### src/rtl/bin2bcd_seq.sv
// Iterative shift-add-3 binary-to-BCD converter, one input bit per clock.
// Optional build macro BIN2BCD_SAT_EN: overflowing inputs report 9...9 instead of bin mod 10^DIGITS.
module bin2bcd_seq #(
   parameter int unsigned WIDTH  = 16,
   parameter int unsigned DIGITS = 4
) (
   input  logic             clk,
   input  logic             rst,
   input  logic             start,
   input  logic [WIDTH-1:0] bin,
   output logic             busy,
   output logic             done,
   output logic             ovf,
   output logic [3:0]       bcd_uni,
   output logic [3:0]       bcd_dec,
   output logic [3:0]       bcd_cent,
   output logic [3:0]       bcd_mil
);

   localparam int unsigned BW    = 4 * DIGITS;
   localparam int unsigned CW    = $clog2(WIDTH + 1);
   localparam logic [31:0] LIMIT = 32'(10 ** DIGITS);

   typedef enum logic [1:0] {IDLE, SHIFT, DONE} state_t;

   state_t           state;
   logic [WIDTH-1:0] sh;
   logic [BW-1:0]    scr;
   logic [BW-1:0]    adj;
   logic [CW-1:0]    cnt;
   logic             ovf_s;
   logic [31:0]      bin_ext;

   assign bin_ext = 32'(bin);

   // Add-3 correction on every digit in parallel before the shift.
   always_comb begin
      adj = scr;
      for (int unsigned i = 0; i < DIGITS; i++) begin
         if (scr[4*i +: 4] >= 4'd5)
            adj[4*i +: 4] = scr[4*i +: 4] + 4'd3;
      end
   end

   always_ff @(posedge clk) begin
      if (!rst) begin
         state    <= IDLE;
         sh       <= '0;
         scr      <= '0;
         cnt      <= '0;
         ovf_s    <= 1'b0;
         busy     <= 1'b0;
         done     <= 1'b0;
         ovf      <= 1'b0;
         bcd_uni  <= '0;
         bcd_dec  <= '0;
         bcd_cent <= '0;
         bcd_mil  <= '0;
      end else begin
         case (state)
            IDLE: begin
               done <= 1'b0;
               if (start) begin
                  sh    <= bin;
                  scr   <= '0;
                  cnt   <= CW'(WIDTH);
                  ovf_s <= (bin_ext >= LIMIT);
                  busy  <= 1'b1;
                  state <= SHIFT;
               end
            end
            SHIFT: begin
               // Bits leaving the top digit are dropped, giving bin mod 10^DIGITS.
               {scr, sh} <= {adj, sh} << 1;
               cnt       <= cnt - 1'b1;
               if (cnt == CW'(1))
                  state <= DONE;
            end
            DONE: begin
`ifdef BIN2BCD_SAT_EN
               if (ovf_s) begin
                  bcd_uni  <= 4'd9;
                  bcd_dec  <= 4'd9;
                  bcd_cent <= 4'd9;
                  bcd_mil  <= 4'd9;
               end else begin
                  bcd_uni  <= scr[3:0];
                  bcd_dec  <= scr[7:4];
                  bcd_cent <= scr[11:8];
                  bcd_mil  <= scr[15:12];
               end
`else
               bcd_uni  <= scr[3:0];
               bcd_dec  <= scr[7:4];
               bcd_cent <= scr[11:8];
               bcd_mil  <= scr[15:12];
`endif
               ovf   <= ovf_s;
               done  <= 1'b1;
               busy  <= 1'b0;
               state <= IDLE;
            end
            default: state <= IDLE;
         endcase
      end
   end

endmodule
### config.mk
export PLATFORM = sky130hd
export DESIGN_NAME = bin2bcd_seq
export DESIGN_NICKNAME = d
export VERILOG_FILES = /design/src/rtl/bin2bcd_seq.sv
export SDC_FILE = /design/constraint.sdc
export NUM_CORES = 1
export LEC_CHECK = 0
export ABC_AREA = 1
export BUFFER_PORTS_ARGS = -buffer_cell sky130_fd_sc_hd__buf_2
export CORE_MARGIN = 3
export CORE_UTILIZATION = 56
export DETAILED_ROUTE_END_ITERATION = 8
export GPL_ROUTABILITY_DRIVEN = 0
export PLACE_DENSITY = 0.81
export SYNTH_ARGS = -nofsm -noshare
export SYNTH_HDL_FRONTEND = slang
export SYNTH_SLANG_ARGS = --single-unit
### constraint.sdc
create_clock -name clk -period 1.48 [get_ports clk]
set_clock_uncertainty 0.05 [all_clocks]
set_input_delay 0.296 -clock clk [delete_from_list [all_inputs] [get_ports clk]]
set_output_delay 0.296 -clock clk [all_outputs]
set_load 0.05 [all_outputs]
### Word-level counts from Yosys, hierarchy flattened

Index checks and enable logic that the tools add are counted.

| operators by class | value |
|---|---|
| add/sub/neg operators | 5 |
| magnitude comparators | 5 |
| equality and inequality tests | 5 |
| multiplexer cells | 16 |
| reductions and logical operators | 7 |

Operators by type and width:

| cell | number |
|---|---|
| one-hot mux 16 bit (2 select lines) | 2 |
| two-way mux 16 bit | 2 |
| greater-or-equal comparator 16 x 14 -> 1 bit, second input constant | 1 |
| greater-or-equal comparator 4 x 3 -> 1 bit, second input constant | 4 |
| adder 4 x 2 -> 4 bit, second input constant | 3 |
| two-way mux 4 bit | 3 |
| one-hot mux 5 bit (2 select lines) | 1 |
| AND reduction 2 bit | 4 |
| equality test 5 x 1 -> 1 bit, second input constant | 1 |
| two-way mux 5 bit | 1 |
| subtractor 5 x 1 -> 5 bit, second input constant | 1 |
| two-way mux 2 bit | 2 |
| inequality test 2 bit, second input constant | 2 |
| one-hot mux 1 bit (2 select lines) | 2 |
| one-hot mux 2 bit (2 select lines) | 1 |
| nonzero test 2 bit | 2 |
| adder 3 x 2 -> 3 bit, second input constant | 1 |
| two-way mux 3 bit | 1 |
| equality test 2 x 1 -> 1 bit, second input constant | 1 |
| equality test 2 bit, second input constant | 1 |
| logical NOT 2 bit | 1 |
| two-way mux 1 bit | 1 |

| word-level totals | value |
|---|---|
| bits in registers | 59 |
| input port bits | 19 |
| output and inout bits | 19 |
| word-level logic and storage cells | 50 |

### Logic depth before layout (Yosys ltp)

Gate-level depths: netlist of the first run.

| logic depth | value |
|---|---|
| depth in word-level cells | 3 |
| gate-level depth with buffers | 9 |
| depth with buffers taken out | 9 |

### Least setup slack after synthesis of the first run

OpenSTA, ideal clock, no wires.

| timing path | value |
|---|---|
| path type | flip-flop to flip-flop |
| from | reg scr[4] |
| to | reg scr[8] |
| arrival time | 1.134 ns |
| setup slack | 0.231 ns |
| stages on the path, launching flop included | 10 |
| path buffers | 0 |
| cells stage by stage | dfxtp_1 > inv_1 > ha_1 > inv_1 > nand2_1 > nand3_1 > nand2_1 > nor2_1 > nor2_1 > nor2_1 |

| between the ends | value |
|---|---|
| cells in the longest elaborated chain, start to end | 3 |
| elaborated cells between the ends (all ways) | 4 |
| those cells by class | add/sub: 1; order compare: 1; mux: 2 |

Ends and longest elaborated chain:

| item | RTL line | source |
|---|---|---|
| start: declaration | 28 | `logic [BW-1:0] scr;` |
| start signal: assignment | 74 | `{scr, sh} <= {adj, sh} << 1;` |
| adder 4 x 2 -> 4 bit or greater-or-equal comparator 4 x 3 -> 1 bit (tied branches) | 41, 40 |  |
| two-way mux 4 bit (*) | 40 | `if (scr[4*i +: 4] >= 4'd5)` |
| one-hot mux 16 bit (2 select lines) (*) | 60 | `case (state)` |

Every way passes the cells marked *; elsewhere a longest branch is shown, timed or not.
A chain may end at the register's enable or synchronous reset.

### Worst setup path in the final report of the first run

| timing path | value |
|---|---|
| from | reg state[0] |
| to | reg cnt[4] |

| between the ends | value |
|---|---|
| cells in the longest elaborated chain, start to end | 3 |
| elaborated cells between the ends (all ways) | 6 |
| those cells by class | eq/ne: 2; mux: 1; reduce/logical: 3 |

Ends and longest elaborated chain:

| item | RTL line | source |
|---|---|---|
| start: declaration | 26 | `state_t state;` |
| start signal: assignment | 47 | `state <= IDLE;` |
| start signal: assignment | 69 | `state <= SHIFT;` |
| start signal: assignment | 77 | `state <= DONE;` |
| equality test 2 x 1 -> 1 bit or logical NOT 2 bit (tied branches) | 60 |  |
| nonzero test 2 bit (no source line) or inequality test 2 bit (tied branches) | -- |  |
| AND reduction 2 bit (no source line) | -- |  |
| end signal: assignment | 66 | `cnt <= CW'(WIDTH);` |
| end signal: assignment | 75 | `cnt <= cnt - 1'b1;` |
| end: declaration | 30 | `logic [CW-1:0] cnt;` |

Parallel ways exist; a longest one is shown, timed or not.

==> impl_metrics.tcl, run 1 <==
set metrics [dict create \
    initial_core_util_pct 59.5 \
    r2r-start "state[0]" \
    final_antenna_net_count 0 \
    fin_ws_ns 0.104 \
    ios 38 \
    crit_fanout 6 \
    synthesis.area_um2 2660 \
    num_antenna_cells 0 \
    core_um2 4470 \
    synth-edff-count 0 \
    cts_sinks 59 \
    die_h_um 75.0 \
    post-route-min-period_ns 1.38 \
    syn_to_final_growth_pct 18.0 \
    worstPathCellList "inv_2 -> nor2_4 -> buf_12 -> nand2_1 -> nor2_1 -> nand2_1 -> nand2_1 -> nor2_1" \
    vias 2547 \
    worst_path_dominant_cell_family "simple AND/OR/NAND/NOR gates" \
    slew_headroom_pct 82.5 \
    cp.required_ns 1.67 \
    synth_cell_types 24 \
    drc 0 \
    drv_cap 0 \
    cellLeakagePower_nw 1.38 \
    first_pass_iters 5 \
    ys_ff_latch 59 \
    hold_slack_ns 0.136 \
    synth-main-ff-cell "dfxtp_1" \
    hp-class "input pin to flop" \
    dieArea_um2 5620 \
    syn-instance-count 361 \
    grt_overflow 0 \
    timing_hold_violations_final 0 \
    io_buffer_count 37 \
    stdcell_count 459 \
    avgSynthCellArea_um2 7.38 \
    cpPeakStageDelay_ns 0.42 \
    path_class "flop to flop" \
    cts.clk_slew.worst_paths_ns 0.07 \
    grt_max_degree 32 \
    syn-num-nets 390 \
    nets 431 \
    final_util_pct 70.2 \
    yosysTopAreaCell "dfxtp_1" \
    root_buffer "clkbuf_8" \
    antenna_found_initial 0 \
    end_kind "flop" \
    yosys.area.top_type_share_pct 44.4 \
    outcome "complete, no violations" \
    drt-initial-drc-count 273 \
    seqCellArea_um2 1180 \
    dp.cells 442 \
    cts-buffers-inserted 9 \
    grt.total_usage_pct 22.7 \
    grt_pass1_vias 2263 \
    tightest_slew_ns 0.262 \
    ys_top_cells_by_area "dfxtp_1 44%, nand2_1 14%, a21oi_1 5.8%" \
    async_flop_share_pct 0 \
    critPathArrivalTime_ns 1.57 \
    worst-path-buf-inv 2 \
    clk_latency_ns 0.35 \
    grt_pass1_wl_mm 9.65 \
    wl_per_cell_um 13.1 \
    yosysMostFrequentCell "nand2_1" \
    power_density_nw_per_um2 1070 \
    post-route-period-util_pct 93.0 \
    hpwl_mm 3.78 \
    yosysWarnings 0 \
    startpoint_type "flop" \
    slew_violations 0 \
    cpMostUsedCell "nand2_1" \
    fmax_mhz 727 \
    crit_slowest_cell "dfxtp_1" \
    seq_area_frac_synth_pct 44.4 \
    n_fill_cell 360 \
    peakVddDrop_v 0.000941 \
    design_area_um2 3140 \
    cts_tree "built" \
    drt-total-wl_mm 6.01 \
    min_from "bin[0]" \
    dp_worst_setup_slack_ns 0.0946 \
    setup_violations 0 \
    rows 24 \
    hold_buffers 0 \
    postPlaceCellArea_um2 2920 \
    multi_input_area_um2 1290 \
    ctsHtreeMaxLevel 3 \
    drt-vias-per-instance 5.55 \
    die_w_um 75.0 \
    drive_gt1_share_pct 19.9 \
    ys_top_cells_by_count "102 x nand2_1, 59 x dfxtp_1, 31 x a21oi_1" \
    clock_path_buffers 2 \
    critPathLaunch "state[0]" \
]
[per-stage QoR]
stage	setup TNS (ns)	total power, mW
after global routing	-0.104	3.50
final	0	3.37
after detailed placement	0	2.05
after floorplan	0	1.94
after CTS	0	3.35
after global placement	0	2.04
[flip-flops by register name (all words and copies together) (netlist names)]
signal / count
cnt: 5
bcd_cent: 4
bcd_uni: 4
busy: 1
state: 2
sh: 16
bcd_mil: 4
bcd_dec: 4
scr: 16
ovf: 1
ovf_s: 1
done: 1
[metal layers]
metal / GRT usage, % / routed length, um / vias to the layer above
li1: - / - / 1274
met1: 28.3 / 2810 / 1172
met5: 0 / 0 / -
met3: 6.81 / 355 / 12
met2: 36.3 / 2730 / 89
met4: 9.68 / 111 / 0
[worst paths after layout]
path	cells past startpoint	to	slack, ns
setup reg to reg	8	cnt[4]	0.10
setup / recovery	8	cnt[4]	0.10
hold / removal	3	sh[0]	0.14
hold reg to reg	2	done	0.40
[layout by cell type, fill, tap and decap left out]
cell / n
nand4_1: 10
buf_4: 6
ha_1: 10
o21ai_0: 24
o21bai_4: 1
dfxtp_1: 56
nand2_2: 3
dfxtp_2: 3
nor2_4: 1
buf_2: 37
nor3_1: 2
clkinv_2: 4
inv_2: 3
nand3_2: 3
clkinvlp_4: 1
a22oi_1: 2
clkbuf_8: 11
a21oi_1: 31
buf_12: 4
a21oi_2: 2
a211oi_1: 2
a31oi_1: 14
inv_1: 27
nor2_1: 30
o211ai_2: 2
nand3_1: 18
nand2_1: 100
[cell families after synthesis]
logic type,share of synthesized area [%]
buffers and inverters,7.94
AOI/OAI and AO/OA,17.1
DFF,44.4
and+or+nand+nor,25.9
adders and majority gates,4.70
[cell type report]
cell class	instances	area share, %
repair buffers	47	9.88
well taps	52	2.07
clock buffers	11	4.82
inverters	30	3.58
multi-input cells	255	41.1
clock inverters	5	0.876
flip-flops and latches	59	37.7
[worst reg2reg max path, stage by stage (launching register included)]
cell and delay, ns:
dfxtp_1 0.42, inv_2 0.09, nor2_4 0.19, buf_12 0.14, nand2_1 0.08, nor2_1 0.14, nand2_1 0.07, nand2_1 0.06
nor2_1 0.04
[what timing repair did]
item                       in CTS  in global routing
gates resized for setup         0                 10
setup endpoints to repair       0                  5
buffers inserted                0                  1
[report_power, final]
group          total, mW  switching (mW)  leakage (nW)  internal [mW]
clock network       1.34           0.654        0.0949          0.685
registers           1.68          0.0360         0.481           1.65
logic              0.350           0.219         0.802          0.131
No activity file was read; power rests on OpenSTA's default activity.
==> run 2: changes to the inputs <==
- PLACE_DENSITY: 0.81 -> 0.89
==> impl_metrics.tcl, run 2 (synthesized netlist as in run 1, its figures left out) <==
set metrics [dict create \
    outcome "complete, no violations" \
    die_h_um 75.0 \
    cts.clk_slew.worst_paths_ns 0.06 \
    slew_headroom_pct 49.8 \
    num_antenna_cells 0 \
    ios 38 \
    io_buffer_count 37 \
    first_pass_iters 4 \
    tightest_slew_ns 0.753 \
    hpwl_mm 3.70 \
    rrSetupSlack_ns 0.08 \
    dieArea_um2 5620 \
    peakVddDrop_v 0.000797 \
    critPathLaunch "state[0]" \
    clock_path_buffers 2 \
    grt_max_degree 38 \
    end_kind "flop" \
    crit_slowest_cell "o21bai_2" \
    antenna_found_initial 0 \
    final_antenna_net_count 0 \
    hp-class "input pin to flop" \
    syn_to_final_growth_pct 18.1 \
    clk_latency_ns 0.33 \
    fin_ws_ns 0.0755 \
    cellLeakagePower_nw 1.37 \
    seq_power_share_pct 46.1 \
    stdcell_count 456 \
    die_w_um 75.0 \
    reg_top3 "scr (16), sh (16), cnt (5)" \
    r2r-end "scr[10]" \
    design_area_um2 3140 \
    drt-initial-drc-count 186 \
    combPwrFrac_pct 8.9 \
    post-route-min-period_ns 1.40 \
    final_util_pct 70.3 \
    postPlaceCellArea_um2 2900 \
    worst_path_dominant_cell_family "compound AO/OA/AOI/OAI gates" \
    r2r_cells 3 \
    setup_violations 0 \
    switching_power_mw 0.861 \
    cpPeakStageDelay_ns 0.60 \
    timing_hold_violations_final 0 \
    grt.total_usage_pct 21.1 \
    vias 2462 \
    cp.required_ns 1.69 \
    final_common_cell "nand2_1" \
    ctsHtreeMaxLevel 3 \
    nets 428 \
    critPathArrivalTime_ns 1.62 \
    fmax_mhz 712 \
    cts_sinks 59 \
    grt_pass1_wl_mm 9.00 \
    drt-total-wl_mm 5.66 \
    wl_per_cell_um 12.4 \
    drive_gt1_share_pct 18.6 \
    drv_cap 0 \
    power_density_nw_per_um2 1160 \
    startpoint_type "flop" \
    drc 0 \
    r2r-start "state[0]" \
    slew_violations 0 \
    hold_buffers 0 \
    worstPathCellList "o21bai_2 -> nand2_1 -> a21oi_1" \
    drt-vias-per-instance 5.40 \
    clkPwrFrac_pct 45.0 \
    p_int_mw 2.79 \
    grt_pass1_vias 2165 \
    rows 24 \
    dp_worst_setup_slack_ns 0.0122 \
    path_class "flop to flop" \
    final_cell_mix "102 x nand2_1, 55 x dfxtp_1, 37 x buf_2, 31 x a21oi_1, 30 x nor2_1" \
    core_um2 4470 \
    cp.depth 3 \
    switching_share_pct 23.6 \
    cts_tree "built" \
    grt_overflow 0 \
    crit_fanout 17 \
    endpoint "scr[10]" \
    cts-buffers-inserted 9 \
    root_buffer "clkbuf_8" \
    dp.cells 439 \
    setup-tns-final_ns 0 \
    worst-path-buf-inv 0 \
    initial_core_util_pct 59.5 \
    post-route-period-util_pct 94.9 \
]
-- run 2: changes by cell type in the layout (fill, tap and decap cells not counted), moves of 2 or more --
cell / delta
nand2_2: -2
nand3_2: -2
bufinv_16: +2
nand3_1: +2
nand2_1: +2
buf_4: -3
-- run 2: layout make-up --
class	instances	area, um^2
Sequential cell	59	1190
Tap cell	52	65.1
Clock buffer	11	151
Multi-Input combinational cell	256	1290
Clock inverter	5	75.1
Fill cell	357	1330
Inverter	30	113
Timing Repair Buffer	43	268
-- run 2: worst reg2reg max path, cell delays in order, from the launching register on --
cell and delay (ns):
dfxtp_2 0.35, o21bai_2 0.60, nand2_1 0.15, a21oi_1 0.19
-- run 2: worst min path at each step --
| stage | startpoint | end | depth (start not counted) | slack, ns |
|---|---|---|---|---|
| finish | bin[0] | sh[0] | 3 | 0.15 |
| global route | bin[0] | sh[0] | 3 | 0.17 |
| CTS | bin[0] | sh[0] | 3 | 0.14 |
| detailed placement | done | done | 2 | 0.40 |
| global placement | done | done | 2 | 0.40 |
| floorplan | bin[0] | sh[0] | 2 | 0.39 |
-- run 2: power by group through the flow --
stage | Combinational (mW) | Clock [mW] | Sequential (mW)
2_1_floorplan | 0.206 | 0 | 1.74
3_3_place_gp | 0.311 | 0 | 1.71
3_5_place_dp | 0.321 | 0 | 1.71
4_1_cts | 0.321 | 1.68 | 1.68
5_1_grt | 0.369 | 1.75 | 1.69
6_report | 0.326 | 1.64 | 1.68
-- run 2: timing repair --
item	in CTS	in global routing
setup endpoints to repair	0	29
gates resized for setup	0	7
buffers inserted	0	0
-- run 2: per-layer routing --
metal  vias to the layer above  GRT usage, %  part of all wire [%]
met4                         0          8.89                   1.5
met3                        11          7.88                   6.1
met5                         -             0                     0
met2                        69          33.6                    46
met1                      1108          25.5                    46
li1                       1274             -                     -
-- run 2: per-stage QoR --
stage          hold WS, ns  total power [mW]
2_1_floorplan        0.390              1.94
3_3_place_gp         0.398              2.03
3_5_place_dp         0.399              2.03
4_1_cts              0.137              3.68
5_1_grt              0.170              3.80
6_report             0.155              3.65
==> run 3: changes to the inputs <==
- CORE_ASPECT_RATIO: default -> 0.9
==> impl_metrics.tcl, run 3 (synthesized netlist as in run 1, its figures left out) <==
set metrics [dict create \
    p_int_mw 2.45 \
    drc 0 \
    cts_tree "built" \
    cp.required_ns 1.70 \
    first_pass_iters 5 \
    grt_overflow 0 \
    final_common_cell "nand2_1" \
    clk_latency_ns 0.33 \
    root_buffer "clkbuf_8" \
    grt.total_usage_pct 21.0 \
    cts_sinks 59 \
    final_util_pct 68.7 \
    dieArea_um2 5620 \
    ios 38 \
    slew_headroom_pct 48.9 \
    stdcell_count 467 \
    initial_core_util_pct 58.9 \
    end_kind "flop" \
    wl_per_cell_um 12.4 \
    antenna_found_initial 0 \
    drv_cap 0 \
    core_um2 4520 \
    hp-class "input pin to flop" \
    hpwl_mm 3.77 \
    die_h_um 71.4 \
    drt-vias-per-instance 5.43 \
    design_area_um2 3100 \
    postPlaceCellArea_um2 2900 \
    outcome "complete, no violations" \
    clock_path_buffers 2 \
    tightest_slew_ns 0.766 \
    seq_power_share_pct 51.2 \
    rows 23 \
    peakVddDrop_v 0.000855 \
    post-route-min-period_ns 1.41 \
    power.total_mw 3.29 \
    drt-initial-drc-count 200 \
    setup_violations 0 \
    cts.clk_slew.worst_paths_ns 0.06 \
    final_antenna_net_count 0 \
    grt_pass1_wl_mm 9.47 \
    crit_fanout 17 \
    nets 429 \
    seqCellArea_um2 1190 \
    grt_pass1_vias 2250 \
    ctsHtreeMaxLevel 3 \
    switching_power_mw 0.840 \
    combPwrFrac_pct 9.9 \
    multi_input_area_um2 1290 \
    reg_top3 "scr (16), sh (16), cnt (5)" \
    timing_hold_violations_final 0 \
    die_w_um 78.7 \
    num_antenna_cells 0 \
    vias 2534 \
    grt_max_degree 35 \
    syn_to_final_growth_pct 16.5 \
    post-route-period-util_pct 95.4 \
    n_fill_cell 396 \
    slew_violations 0 \
    critPathArrivalTime_ns 1.63 \
    drive_gt1_share_pct 18.3 \
    path_class "flop to flop" \
    fmax_mhz 708 \
    switching_share_pct 25.5 \
    dp.cells 450 \
    final_cell_mix "102 x nand2_1, 55 x dfxtp_1, 37 x buf_2, 31 x a21oi_1, 30 x nor2_1" \
    startpoint_type "flop" \
    cellLeakagePower_nw 1.35 \
    cts-buffers-inserted 9 \
    clkPwrFrac_pct 38.9 \
    power_density_nw_per_um2 1060 \
    io_buffer_count 37 \
    drt-total-wl_mm 5.77 \
]
==> run 3: per-stage QoR <==
step | hold WS [ns] | setup WS (ns) | TNS [ns]
CTS | 0.135 | 0.0302 | 0
floorplan | 0.390 | 0.231 | 0
finish | 0.151 | 0.0677 | 0
global placement | 0.394 | 0.0710 | 0
detailed placement | 0.399 | 0.0242 | 0
global route | 0.151 | -0.0180 | -0.0339
==> run 3: critical path: stages (launching register included) <==
cell and delay, ns:
dfxtp_2 0.36, o21bai_2 0.61, nand2_1 0.13, inv_1 0.08, nor2_1 0.05, nor2_1 0.07
==> run 3: layer usage <==
metal | track usage, % | up-vias | part of all wire (%)
met5 | 0 | - | 0
met4 | 9.51 | 0 | 1.0
met3 | 7.04 | 5 | 6.3
li1 | - | 1277 | -
met1 | 26.2 | 1179 | 47
met2 | 33.2 | 73 | 46
==> run 3: worst paths after layout <==
kind	start	end	slack, ns	cells after the start
worst max-delay path	state[0]	scr[8]	0.07	5
worst min-delay path	bin[0]	sh[0]	0.15	3
worst max register to register	state[0]	scr[8]	0.07	5
worst min register to register	done	done	0.41	2
==> run 3: cell type report <==
cell class,instances,share of cell area (%)
Clock buffer,14,5.24
Tap cell,62,2.50
Sequential cell,59,38.2
Timing Repair Buffer,44,8.47
Multi-Input combinational cell,256,41.6
Clock inverter,2,0.323
Inverter,30,3.63
==> run 3: power by group through the flow <==
stage          Sequential, mW  Combinational (mW)  Clock [mW]
2_1_floorplan            1.74               0.206           0
3_3_place_gp             1.71               0.309           0
5_1_grt                  1.69               0.363        1.38
4_1_cts                  1.68               0.318        1.31
3_5_place_dp             1.72               0.317           0
6_report                 1.69               0.325        1.28
==> run 3: timing repair <==
item | CTS | global route
gates resized for setup | 0 | 8
hold buffers | 0 | 0
endpoints found under the setup margin | 0 | 30
buffers inserted | 0 | 0
